$ cat src/rtl/cpu_ctrl_pkg.sv
// Shared control-decode definitions: instruction encodings, bundle layout and
// the combinational main decoder.
package cpu_ctrl_pkg;

  localparam int CTRL_W = 12;

  localparam int B_REGWRITE  = 11;
  localparam int B_REGDST    = 10;
  localparam int B_ALUSRC    = 9;
  localparam int B_BRANCH    = 8;
  localparam int B_MEMWRITE  = 7;
  localparam int B_MEMTOREG  = 6;
  localparam int B_AL_REGDST = 5;
  localparam int B_JUMP      = 4;
  localparam int B_JUMPR     = 3;
  localparam int B_HILO_WE   = 2;
  localparam int B_MULDIV    = 1;
  localparam int B_RI        = 0;

  typedef struct packed {
    logic regwrite;
    logic regdst;
    logic alusrc;
    logic branch;
    logic memwrite;
    logic memtoreg;
    logic al_regdst;
    logic jump;
    logic jumpr;
    logic hilo_we;
    logic muldiv;
    logic ri;
  } ctrl_t;

  localparam logic [5:0] OP_RTYPE = 6'h00, OP_REGIMM = 6'h01, OP_J    = 6'h02,
                         OP_JAL   = 6'h03, OP_BEQ    = 6'h04, OP_BNE  = 6'h05,
                         OP_BLEZ  = 6'h06, OP_BGTZ   = 6'h07, OP_ADDI = 6'h08,
                         OP_ADDIU = 6'h09, OP_SLTI   = 6'h0A, OP_SLTIU = 6'h0B,
                         OP_ANDI  = 6'h0C, OP_ORI    = 6'h0D, OP_XORI = 6'h0E,
                         OP_LUI   = 6'h0F, OP_LW     = 6'h23, OP_SW   = 6'h2B;

  localparam logic [5:0] F_SLL  = 6'h00, F_SRL  = 6'h02, F_SRA   = 6'h03,
                         F_SLLV = 6'h04, F_SRLV = 6'h06, F_SRAV  = 6'h07,
                         F_JR   = 6'h08, F_JALR = 6'h09, F_MFHI  = 6'h10,
                         F_MTHI = 6'h11, F_MFLO = 6'h12, F_MTLO  = 6'h13,
                         F_MULT = 6'h18, F_MULTU = 6'h19, F_DIV  = 6'h1A,
                         F_DIVU = 6'h1B, F_ADD  = 6'h20, F_ADDU  = 6'h21,
                         F_SUB  = 6'h22, F_SUBU = 6'h23, F_AND   = 6'h24,
                         F_OR   = 6'h25, F_XOR  = 6'h26, F_NOR   = 6'h27,
                         F_SLT  = 6'h2A, F_SLTU = 6'h2B;

  localparam logic [4:0] RT_BLTZ = 5'h00, RT_BGEZ = 5'h01,
                         RT_BLTZAL = 5'h10, RT_BGEZAL = 5'h11;

  function automatic logic is_div(input logic [5:0] funct);
    return (funct == F_DIV) || (funct == F_DIVU);
  endfunction

  function automatic ctrl_t decode(input logic [5:0] op, input logic [5:0] funct,
                                   input logic [4:0] rt, input logic en_ri);
    ctrl_t c;
    c = '0;
    case (op)
      OP_RTYPE:
        case (funct)
          F_SLL, F_SRL, F_SRA, F_SLLV, F_SRLV, F_SRAV, F_MFHI, F_MFLO,
          F_ADD, F_ADDU, F_SUB, F_SUBU, F_AND, F_OR, F_XOR, F_NOR,
          F_SLT, F_SLTU: begin c.regwrite = 1'b1; c.regdst = 1'b1; end
          F_JALR: begin c.regwrite = 1'b1; c.regdst = 1'b1; c.jumpr = 1'b1; end
          F_JR:   c.jumpr = 1'b1;
          F_MTHI, F_MTLO: c.hilo_we = 1'b1;
          F_MULT, F_MULTU, F_DIV, F_DIVU: begin c.hilo_we = 1'b1; c.muldiv = 1'b1; end
          default: c.ri = en_ri;
        endcase
      OP_REGIMM:
        case (rt)
          RT_BLTZ, RT_BGEZ: c.branch = 1'b1;
          RT_BLTZAL, RT_BGEZAL: begin
            c.regwrite = 1'b1; c.branch = 1'b1; c.al_regdst = 1'b1;
          end
          default: c.ri = en_ri;
        endcase
      OP_ADDI, OP_ADDIU, OP_SLTI, OP_SLTIU, OP_ANDI, OP_ORI, OP_XORI, OP_LUI:
        begin c.regwrite = 1'b1; c.alusrc = 1'b1; end
      OP_BEQ, OP_BNE, OP_BLEZ, OP_BGTZ: c.branch = 1'b1;
      OP_J:   c.jump = 1'b1;
      OP_JAL: begin c.regwrite = 1'b1; c.jump = 1'b1; c.al_regdst = 1'b1; end
      OP_LW:  begin c.regwrite = 1'b1; c.alusrc = 1'b1; c.memtoreg = 1'b1; end
      OP_SW:  begin c.alusrc = 1'b1; c.memwrite = 1'b1; end
      default: c.ri = en_ri;
    endcase
    return c;
  endfunction

endpackage

$ cat src/rtl/muldiv_stall_ctr.sv
// EX occupancy counter for multi-cycle MULT/DIV; busy while the count is non-zero.
module muldiv_stall_ctr #(
  parameter int CW = 5
) (
  input  logic          clk,
  input  logic          rst,
  input  logic          clear,
  input  logic          hold,
  input  logic          load,
  input  logic [CW-1:0] load_val,
  output logic          busy
);
  typedef enum logic {IDLE, BUSY} state_t;

  state_t        state, state_nxt;
  logic [CW-1:0] cnt, cnt_nxt;

  always_ff @(posedge clk) begin
    if (rst) begin
      state <= IDLE;
      cnt   <= '0;
    end else begin
      state <= state_nxt;
      cnt   <= cnt_nxt;
    end
  end

  always_comb begin
    state_nxt = state;
    cnt_nxt   = cnt;
    if (clear) begin
      state_nxt = IDLE;
      cnt_nxt   = '0;
    end else if (hold) begin
      state_nxt = state;
    end else if (state == BUSY) begin
      cnt_nxt = cnt - CW'(1);
      if (cnt == CW'(1)) state_nxt = IDLE;
    end else if (load && load_val != '0) begin
      // single-cycle ops load 0 and never leave IDLE
      state_nxt = BUSY;
      cnt_nxt   = load_val;
    end
  end

  assign busy = (state == BUSY);

endmodule

$ cat src/rtl/ctrl_decode_pipe.sv
// Main control decoder plus ID->EX->MEM->WB control pipeline with stall,
// EX flush and multi-cycle MULT/DIV occupancy.
module ctrl_decode_pipe
  import cpu_ctrl_pkg::*;
#(
  parameter int MUL_CYCLES = 1,
  parameter int DIV_CYCLES = 32,
  parameter bit ENABLE_RI  = 1'b1
) (
  input  logic        clk,
  input  logic        rst,
  input  logic        id_valid,
  input  logic [5:0]  op,
  input  logic [5:0]  funct,
  input  logic [4:0]  rt,
  input  logic        stall_in,
  input  logic        flush_ex,
  output logic        id_ready,
  output logic        ex_valid,
  output logic [11:0] ex_ctrl,
  output logic        mem_valid,
  output logic        mem_regwrite,
  output logic        mem_memwrite,
  output logic        mem_memtoreg,
  output logic        wb_valid,
  output logic        wb_regwrite,
  output logic        wb_memtoreg,
  output logic        muldiv_busy,
  output logic        stall_out
);
  localparam int MAXC = (MUL_CYCLES > DIV_CYCLES) ? MUL_CYCLES : DIV_CYCLES;
  localparam int CW   = (MAXC > 1) ? $clog2(MAXC) : 1;

  ctrl_t         id_ctrl, ex_q;
  logic          ex_v, mem_v, wb_v;
  logic          mem_rw, mem_mw, mem_mtr, wb_rw, wb_mtr;
  logic          busy, advance, md_load;
  logic [CW-1:0] md_val;

  assign id_ctrl = decode(op, funct, rt, ENABLE_RI);
  assign advance = !stall_in && !busy;
  assign md_load = advance && !flush_ex && id_valid && id_ctrl.muldiv;
  assign md_val  = is_div(funct) ? CW'(DIV_CYCLES - 1) : CW'(MUL_CYCLES - 1);

  muldiv_stall_ctr #(.CW(CW)) u_ctr (
    .clk      (clk),
    .rst      (rst),
    .clear    (flush_ex),
    .hold     (stall_in),
    .load     (md_load),
    .load_val (md_val),
    .busy     (busy)
  );

  always_ff @(posedge clk) begin
    if (rst) begin
      ex_v  <= 1'b0; ex_q <= '0;
      mem_v <= 1'b0; mem_rw <= 1'b0; mem_mw <= 1'b0; mem_mtr <= 1'b0;
      wb_v  <= 1'b0; wb_rw  <= 1'b0; wb_mtr <= 1'b0;
    end else begin
      // flush wins over stall for EX only; MEM/WB follow the stall rules
      if (flush_ex) begin
        ex_v <= 1'b0;
        ex_q <= '0;
      end else if (advance) begin
        ex_v <= id_valid;
        ex_q <= id_valid ? id_ctrl : '0;
      end
      if (!stall_in) begin
        if (busy) begin
          mem_v <= 1'b0; mem_rw <= 1'b0; mem_mw <= 1'b0; mem_mtr <= 1'b0;
        end else begin
          mem_v   <= ex_v;
          mem_rw  <= ex_q.regwrite;
          mem_mw  <= ex_q.memwrite;
          mem_mtr <= ex_q.memtoreg;
        end
        wb_v   <= mem_v;
        wb_rw  <= mem_rw;
        wb_mtr <= mem_mtr;
      end
    end
  end

  assign ex_valid     = ex_v;
  assign ex_ctrl      = ex_v ? ex_q : '0;
  assign mem_valid    = mem_v;
  assign mem_regwrite = mem_v & mem_rw;
  assign mem_memwrite = mem_v & mem_mw;
  assign mem_memtoreg = mem_v & mem_mtr;
  assign wb_valid     = wb_v;
  assign wb_regwrite  = wb_v & wb_rw;
  assign wb_memtoreg  = wb_v & wb_mtr;
  assign muldiv_busy  = busy;
  assign stall_out    = stall_in | busy;
  assign id_ready     = !stall_out;

endmodule

$ cat config.mk
export PLATFORM = sky130hd
export DESIGN_NAME = ctrl_decode_pipe
export DESIGN_NICKNAME = d
export VERILOG_FILES = /design/src/rtl/cpu_ctrl_pkg.sv /design/src/rtl/muldiv_stall_ctr.sv /design/src/rtl/ctrl_decode_pipe.sv
export SDC_FILE = /design/constraint.sdc
export NUM_CORES = 1
export LEC_CHECK = 0
export ABC_AREA = 1
export BUFFER_PORTS_ARGS = -buffer_cell sky130_fd_sc_hd__buf_2
export CAP_MARGIN = 20
export CELL_PAD_IN_SITES_DETAIL_PLACEMENT = 1
export CELL_PAD_IN_SITES_GLOBAL_PLACEMENT = 1
export CORE_MARGIN = 3
export CORE_UTILIZATION = 35
export CTS_CLUSTER_DIAMETER = 80
export DETAILED_ROUTE_END_ITERATION = 10
export PLACE_DENSITY_LB_ADDON = 0.15
export SYNTH_ARGS = -nofsm -noshare
export SYNTH_HDL_FRONTEND = slang
export SYNTH_SLANG_ARGS = --single-unit
$ cat constraint.sdc
create_clock -name clk -period 1.6 [get_ports clk]
set_clock_uncertainty 0.15 [all_clocks]
set_input_delay 0.24 -clock clk [delete_from_list [all_inputs] [get_ports clk]]
set_output_delay 0.24 -clock clk [all_outputs]
set_load 0.005 [all_outputs]
* Yosys cells after proc, flatten, opt, wreduce, memory -nomap -nowiden *
Index checks and enable logic that the tools add are counted.

cells by class
  add/subtract/negate cells = 1
  equal/unequal tests = 46
  muxes and demuxes = 30
  bitwise gates (word level) = 7
  reduce and logical (&&, ||, !) cells = 29

operators with widths
  cell                  count
  $eq A6 B6 Y1 const B  12
  $eq A6 B4 Y1 const B  10
  $eq A6 B5 Y1 const B  8
  $eq A6 B3 Y1 const B  7
  $reduce_or A26 Y1     1
  $eq A6 B2 Y1 const B  4
  $mux W12              2
  $reduce_or A10 Y1     2
  $mux W1               19
  $reduce_or A19 Y1     1
  $reduce_or A16 Y1     1
  $mux W5               3
  $logic_not A6 Y1      2
  $reduce_or A4 Y1      3
  $eq A5 B1 Y1 const B  2
  $eq A5 B5 Y1 const B  2
  $reduce_or A2 Y1      4
  $eq A6 B1 Y1 const B  1
  $pmux W1 S3           2
  $reduce_or A6 Y1      1
  $and A1 B1 Y1         5
  $logic_and A1 B1 Y1   5
  $logic_not A5 Y1      1
  $reduce_bool A5 Y1    1
  other kinds (10)      14

word-level totals
  bits in registers = 26
  bits of input ports = 22
  output and inout bits = 23
  logic and storage cells = 135

* Longest topological paths before layout *
Gate-level depths: netlist of the first run.

  depth in word-level cells = 8
  mapped depth = 10
  depth with buffers taken out = 9

* Hierarchy *
A second synthesis of the first run with hierarchy kept.

second synthesis, totals
  cell total of the unflattened synthesis = 264
  area total of the unflattened synthesis = 1609.0 sq um

by module, submodules not included
  module            instances  cells each  area each (sq um)  seq. area each (sq um)
  ctrl_decode_pipe  1          190         1164.9             400.4
  muldiv_stall_ctr  1          74          444.2              120.1

* Worst setup path before layout of the first run *
OpenSTA, ideal clock, no wires.

  path type = reg-to-reg
  start point = register u_ctr.cnt[0]
  end point = register u_ctr.cnt[2]
  library setup time = 64 ps
  arrival time = 1240 ps
  required time = 1386 ps
  path slack = 146 ps
  cell stages (with the launch flop) = 10
  buffers on the path = 0
  period minus slack after synthesis = 1454 ps
  path through = dfxtp_1 -> inv_1 -> ha_1 -> inv_1 -> or2_2 -> a21oi_1 -> nor2_1 -> nand3_1 -> nand2_1 -> nor2_1

on the way
  longest elaborated chain between the ends = 2

ends and longest elaborated chain
  what                    RTL line                source
  start, declared         muldiv_stall_ctr.sv:16  logic [CW-1:0] cnt, cnt_nxt;
  start signal, assigned  muldiv_stall_ctr.sv:24  cnt <= cnt_nxt;
  $sub A5 B1 Y5           muldiv_stall_ctr.sv:37  cnt_nxt = cnt - CW'(1);
  $mux W5                 muldiv_stall_ctr.sv:36  end else if (state == BUSY) begin

Every way passes these cells.
A chain may end at the register's enable or synchronous reset.

* Final worst setup path of the first run *
  start point = register u_ctr.cnt[1]
  end point = register u_ctr.cnt[2]

The elaborated chain is that of the path after synthesis.

==> flow_summary.toml, run 1 <==
[worst_setup_path]
path_max_fanout = 3
crit_required_ns = 1.67
slowest_delay_ns = 0.34
crit_arrival_ns = 1.59
crit_path_top_delay_cell = "dfxtp_1"
rr_worst_depth = 9
startpoint_type = "register"
reg2reg_from = "u_ctr.cnt[1]"
cpLargestDelayFamily = "simple AND/OR/NAND/NOR gates"
crit_type = "reg -> reg"
crit_chain = "inv_2, ha_2, inv_1, or2_2, a21oi_1, nor2_1, nand3_1, nand2_1, nor2_1"
r2r_setup_slack_ns = 0.08
timing.critical_path.mode_cell = "nor2_1"
cp-end-kind = "register"
worst-path-buf-inv = 2
rr_endpoint = "u_ctr.cnt[2]"

[power_and_ir_drop]
p_total_mw = 1.380
power_frac_seq_pct = 47.2
power_switching_mw = 0.3361
combPwrFrac_pct = 12.2
power_leakage_nw = 1.101
cellPowerDensity_mw_per_mm2 = 688.7
clkPwrFrac_pct = 40.6
sw_frac_of_total_pct = 24.36
irDropWorstVdd_uv = 286.4
p_int_mw = 1.043

[floorplanning]
die_h_um = 73.99
ios = 45
initial_utilization_pct = 36.65
die_w_um = 73.99
rows = 24
fp.coreArea_mm2 = 0.004414
dieArea_mm2 = 0.005474

[route]
drt_first_pass_iters = 4
routedWlPerCell_um = 12.11
drtIter0Drc = 42
ant_nets = 0
dr_total_vias = 1713
vias_per_cell = 4.745
wl_mm = 4.370
drc = 0

[synthesis]
syn_area_mm2 = 0.001618
synthArstFlopShare_pct = 0
yosys.cell_types.count = 24
synth_top_area_share_pct = 32.17
synthesis.nets = 283
synthTopCellsByArea = "dfxtp_1 32%, nand2_1 19%, inv_1 9.3%"
synth.most_common_cell = "nand2_1"
ys_seq_area_share_pct = 32.17
synth_cells = 259
synth_flop_cell = "dfxtp_1"
synth_common_cells = "82 x nand2_1, 40 x inv_1, 28 x nor2_1"
synth-seq-cells = 26
synth_edf_count = 0
ys_warn_count = 0
synth_area_leader_cell = "dfxtp_1"
synth.avg_cell_area_um2 = 6.246

[clock_network]
cts_sinks = 26
cts_hold_buf = 0
path_clk_slew_ns = 0.10
cts_tree = "done"
cts_max_level = 1
cts.path.max_buffers = 2
numCtsBuffers = 3
cts_root_buf = "clkbuf_8"
worstSkewPairLatency_ns = 0.27
cts_setup_buffers = 0

[timing]
maxSlewHeadroom_pct = 70.85
max_freq_mhz = 659.3
post-route-period-util_pct = 94.79
setup_viol = 0
grt_setup_unrepaired = "true"
hold_viol_final = 0
tightest_slew_ns = 0.4368
fin_crit_ns = 1.517
whs_ns = 0.1458
drv_slew = 0

[worst_hold_path]
hold_start = "op[1]"
whs_endpoint = "ex_q[4]"
whs_path_depth = 3
min-delay-path-class = "in -> reg"

[final_layout]
layout.nets = 334
post-route-util_pct = 45.38
drive_gt1_share_pct = 24.92
area_delta_synth_final_pct = 23.82
antenna_cells = 0

[placement]
gp_congestion = 0.7721
port_buffers = 43
dpl.hpwl_mm = 3.438

[global_routing]
grt_pass1_wl_mm = 7.369
antenna_found_initial = 0
grt_max_degree = 16
grt_util_all_layers_pct = 16.88
grt_pass1_vias = 1682
overflow = 0

[outcome]
status = "finished clean"

[job]
cap_violations = 0
==> what timing repair did <==
item / in CTS / in global routing
setup endpoints to repair: 1 / 3
pin swaps: 0 / 0
resized for setup: 1 / 3
cloned: 0 / 0
==> how the worst max path moves through the flow <==
stage | cells after the start | endpoint | startpoint
floorplan | 9 | u_ctr.cnt[2] | u_ctr.cnt[0]
global placement | 9 | u_ctr.cnt[2] | u_ctr.cnt[1]
detailed placement | 9 | u_ctr.cnt[2] | u_ctr.cnt[1]
CTS | 3 | stall_out | u_ctr.busy
global route | 9 | u_ctr.cnt[2] | u_ctr.cnt[0]
finish | 9 | u_ctr.cnt[2] | u_ctr.cnt[1]
==> cells by family after synthesis <==
kind of cell | count (synthesis) | share of synthesized area, %
buf+inv | 48 | 12.45
fa+ha+maj | 2 | 1.547
compound gates | 35 | 11.91
simple gates | 148 | 41.92
flops | 26 | 32.17
==> per-layer routing <==
| metal | wire length, um | track usage [%] | share of wire, % | vias to the layer above |
|---|---|---|---|---|
| li1 | - | - | - | 901 |
| met2 | 2170 | 30.02 | 50 | 27 |
| met3 | 155 | 1.622 | 3.5 | 4 |
| met5 | 0 | 0 | 0 | - |
| met1 | 2007 | 21.62 | 46 | 781 |
| met4 | 37 | 4.829 | 0.85 | 0 |
==> stage by stage <==
| stage | area [um2] | setup TNS (ns) | worst slack, ns | std cells |
|---|---|---|---|---|
| after floorplan | 1618 | 0 | 0.1464 | 259 |
| final | 2003 | 0 | 0.08333 | 361 |
| after CTS | 1999 | 0 | 0.01528 | 361 |
| after global routing | 2003 | -0.02316 | -0.02316 | 361 |
| after detailed placement | 1926 | 0 | 0.05469 | 357 |
| after global placement | 1926 | 0 | 0.09217 | 357 |
==> sequential cells by signal (all words and copies together) (netlist names) <==
| signal | cells |
|---|---|
| mem_mw | 1 |
| ex_valid | 1 |
| mem_rw | 1 |
| u_ctr.cnt | 5 |
| mem_valid | 1 |
| mem_mtr | 1 |
| ex_q | 12 |
| wb_rw | 1 |
| wb_valid | 1 |
| u_ctr.busy | 1 |
| wb_mtr | 1 |
==> worst reg2reg max path, stage by stage, from the launching register on <==
cell and delay (ns):
dfxtp_1 0.34, inv_2 0.08, ha_2 0.20, inv_1 0.05, or2_2 0.27, a21oi_1 0.13, nor2_1 0.05, nand3_1 0.08
nand2_1 0.05, nor2_1 0.07
==> power by group through the flow <==
stage                     clock (mW)  sequential (mW)  combinational (mW)
after floorplan                    0            0.667              0.0918
after global placement             0            0.667               0.166
after detailed placement           0            0.667               0.169
after CTS                      0.581            0.652               0.171
after global routing           0.592            0.652               0.190
final                          0.560            0.652               0.168
==> cells in the final DEF (no fill, tap or decap), types with 2 or more instances in the layout <==
| cell | count |
|---|---|
| nor2_2 | 2 |
| nand3_2 | 2 |
| a21oi_1 | 26 |
| nor2_8 | 3 |
| o21ai_0 | 4 |
| nand2_1 | 81 |
| nand2_2 | 3 |
| inv_1 | 39 |
| inv_2 | 2 |
| nand2_4 | 2 |
| nand3_1 | 21 |
| nor3_1 | 4 |
| nor2_1 | 28 |
| dfxtp_1 | 25 |
| clkbuf_8 | 3 |
| a21oi_2 | 3 |
| buf_2 | 43 |
| buf_4 | 10 |
==> final cells by class <==
class / instances / area [um2]
Fill cell: 628 / 2411
Inverter: 41 / 153.9
Timing Repair Buffer: 53 / 290.3
Tap cell: 52 / 65.06
Multi-Input combinational cell: 185 / 900.9
Clock buffer: 3 / 41.29
Clock inverter: 1 / 30.03
Sequential cell: 26 / 521.8
(Power assumes the default switching activity.)
==> run 2, diff against run 1 <==
--- a/config.mk
+++ b/config.mk
@@ -5,7 +5,6 @@
 export SDC_FILE = /design/constraint.sdc
 export NUM_CORES = 1
 export LEC_CHECK = 0
-export ABC_AREA = 1
 export BUFFER_PORTS_ARGS = -buffer_cell sky130_fd_sc_hd__buf_2
 export CAP_MARGIN = 20
 export CELL_PAD_IN_SITES_DETAIL_PLACEMENT = 1
==> run 2 against run 1 <==
The flow now finishes with violations (setup timing). Non-clock buffer count grew 11. Combinational power up 12%. Cell area is 1.7% higher. Worst hold slack lost 0.047 ns. Core utilization up 4.5 points. Register-to-register slack lost 0.05 ns. Die area decreased by 5.8%. Power up 1.3%. Critical endpoint is now stall_out.
==> flow_summary.toml, run 2 <==
[outcome]
status = "complete, but fails checks"
violations = "setup timing"

[synthesis]
synth_edf_count = 0
synthTopCellsByArea = "dfxtp_1 34%, and2_1 7.8%, a21oi_1 4.6%"
synth-seq-cells = 26
synthArstFlopShare_pct = 0
synth_common_cells = "26 x dfxtp_1, 19 x and2_1, 15 x nor2_1"
ys_warn_count = 0
yosys.cell_types.count = 50
synth_flop_cell = "dfxtp_1"
synth_area_leader_cell = "dfxtp_1"
synth_top_area_share_pct = 34.35
synth.most_common_cell = "dfxtp_1"
synthesis.nets = 205
synth.avg_cell_area_um2 = 8.371
ys_seq_area_share_pct = 34.35
synth_cells = 181
syn_area_mm2 = 0.001515

[final_layout]
layout.nets = 263
regMostFlops = "ex_q"
top_regs = "ex_q x12, u_ctr.cnt x5"
num-fill-cells = 510
largest_register_ffs = 12
final_cell_mix = "42 x buf_2, 23 x dfxtp_1, 19 x and2_1"
antenna_cells = 0
final_common_cell = "buf_2"
area_delta_synth_final_pct = 34.43
post-route-util_pct = 49.85
drive_gt1_share_pct = 36.97

[global_routing]
grt_pass1_vias = 1587
grt_pass1_wl_mm = 7.665
grt_max_degree = 16
antenna_found_initial = 0
overflow = 0
grt_util_all_layers_pct = 18.70

[timing]
max_freq_mhz = 624.4
fin_crit_ns = 1.602
worst_slack_ns = -0.001506
tightest_slew_ns = 0.4135
hold_viol_final = 0
maxSlewHeadroom_pct = 72.18
post-route-period-util_pct = 100.1
setup_viol = 1
grt_setup_unrepaired = "true"
drv_slew = 0
whs_ns = 0.09899

[floorplanning]
rows = 23
die_h_um = 71.80
initial_utilization_pct = 37.08
fp.coreArea_mm2 = 0.004086
ios = 45
dieArea_mm2 = 0.005155
die_w_um = 71.80

[route]
drt_first_pass_iters = 4
drtIter0Drc = 82
routedWlPerCell_um = 16.19
vias_per_cell = 5.444
ant_nets = 0
wl_mm = 4.662
dr_total_vias = 1568
drc = 0

[worst_setup_path]
crit_start = "u_ctr.busy"
crit_arrival_ns = 1.21
cp-endpoint = "stall_out"
crit_type = "reg -> out"
crit_chain = "or2_4, buf_8, buf_6, buf_6"
reg2reg_from = "u_ctr.busy"
slowest_delay_ns = 0.33
crit_path_top_delay_cell = "dfxtp_2"
rr_worst_depth = 4
crit_required_ns = 1.21
r2r_setup_slack_ns = 0.03
path_max_fanout = 8
startpoint_type = "register"
timing.critical_path.mode_cell = "buf_6"
rr_endpoint = "ex_q[0]"
cp-end-kind = "primary output"

[clock_network]
cts_tree = "done"
worstSkewPairLatency_ns = 0.27
cts_root_buf = "clkbuf_8"
path_clk_slew_ns = 0.10
cts_max_level = 1
cts_sinks = 26
numCtsBuffers = 3
cts_hold_buf = 0
cts.path.max_buffers = 2

[power_and_ir_drop]
cellPowerDensity_mw_per_mm2 = 686.3
p_total_mw = 1.398
power_leakage_nw = 0.8880
irDropWorstVdd_uv = 323.8

[placement]
dpl.hpwl_mm = 3.600
port_buffers = 43
gp_congestion = 0.8447

[job]
cap_violations = 0

[worst_hold_path]
min-delay-path-class = "in -> reg"
-- run 2: cell types whose count changed in the layout (fill, tap and decap cells not counted), sizes merged, moves of 6 or more --
cell | before | now
nor3b | 0 | 6
nor2 | 33 | 15
and2 | 0 | 20
nand2 | 86 | 12
buf | 53 | 64
inv | 41 | 6
a21oi | 29 | 14
nand3 | 23 | 1
-- run 2: critical path: cells and delay by family (launching register included) --
| kind | cells | cell delay [ns] |
|---|---|---|
| buffers and inverters | 3 | 0.35 |
| flip-flops | 1 | 0.33 |
| AND/OR/NAND/NOR | 1 | 0.25 |
-- run 2: worst min path at each step --
stage / from / to / slack [ns] / depth (start not counted)
global placement: ex_q[9] / ex_q[9] / 0.29 / 2
CTS: rst / wb_mtr / 0.09 / 2
floorplan: funct[4] / ex_q[1] / 0.24 / 2
finish: rst / wb_valid / 0.1 / 2
detailed placement: ex_q[4] / ex_q[4] / 0.30 / 2
global route: rst / mem_rw / 0.11 / 2
-- run 2: through the flow --
stage / std cells / setup slack [ns] / TNS, ns / cell area (um2)
floorplan: 181 / 0.09347 / 0 / 1515
global placement: 281 / 0.02105 / 0 / 1869
detailed placement: 281 / -0.09044 / -0.2445 / 1869
CTS: 287 / -0.03459 / -0.04402 / 1986
global route: 288 / -0.05181 / -0.1600 / 2037
finish: 288 / -0.001506 / -0.001506 / 2037
-- run 2: cells by family after synthesis --
kind of cell | Yosys count | synth area share, %
simple gates | 88 | 34.35
compound gates | 44 | 21.22
flops | 26 | 34.35
buf+inv | 18 | 6.441
mux | 3 | 1.982
fa+ha+maj | 2 | 1.651
-- run 2: final cells by class --
class	instances	area (um2)	area share, %
multi-input combinational	137	945.9	46.44
sequential	26	524.3	25.74
timing repair buffer	64	402.9	19.78
tap	50	62.56	3.071
clock buffer	3	41.29	2.027
clock inverter	1	30.03	1.474
inverter	7	30.03	1.474
-- run 2: power breakdown --
group          switching, mW  internal [mW]  total [mW]
clock network          0.223          0.335       0.558
logic                  0.101         0.0866       0.188
registers            0.00205          0.650       0.652
-- run 2: repair_timing --
action	in CTS	in global routing
pin swaps	2	7
setup buffers	2	1
resized for setup	8	12
endpoints found under the setup margin	4	10
-- run 2: routing by layer --
layer  share of wire, %  wire, um  vias to the layer above  track usage (%)
li1                   -         -                      765                -
met1                 44      2038                      760            23.39
met2                 51      2398                       39            33.47
met3                3.9       180                        4            2.525
met4               0.94        44                        0            5.010
met5                  0         0                        -                0
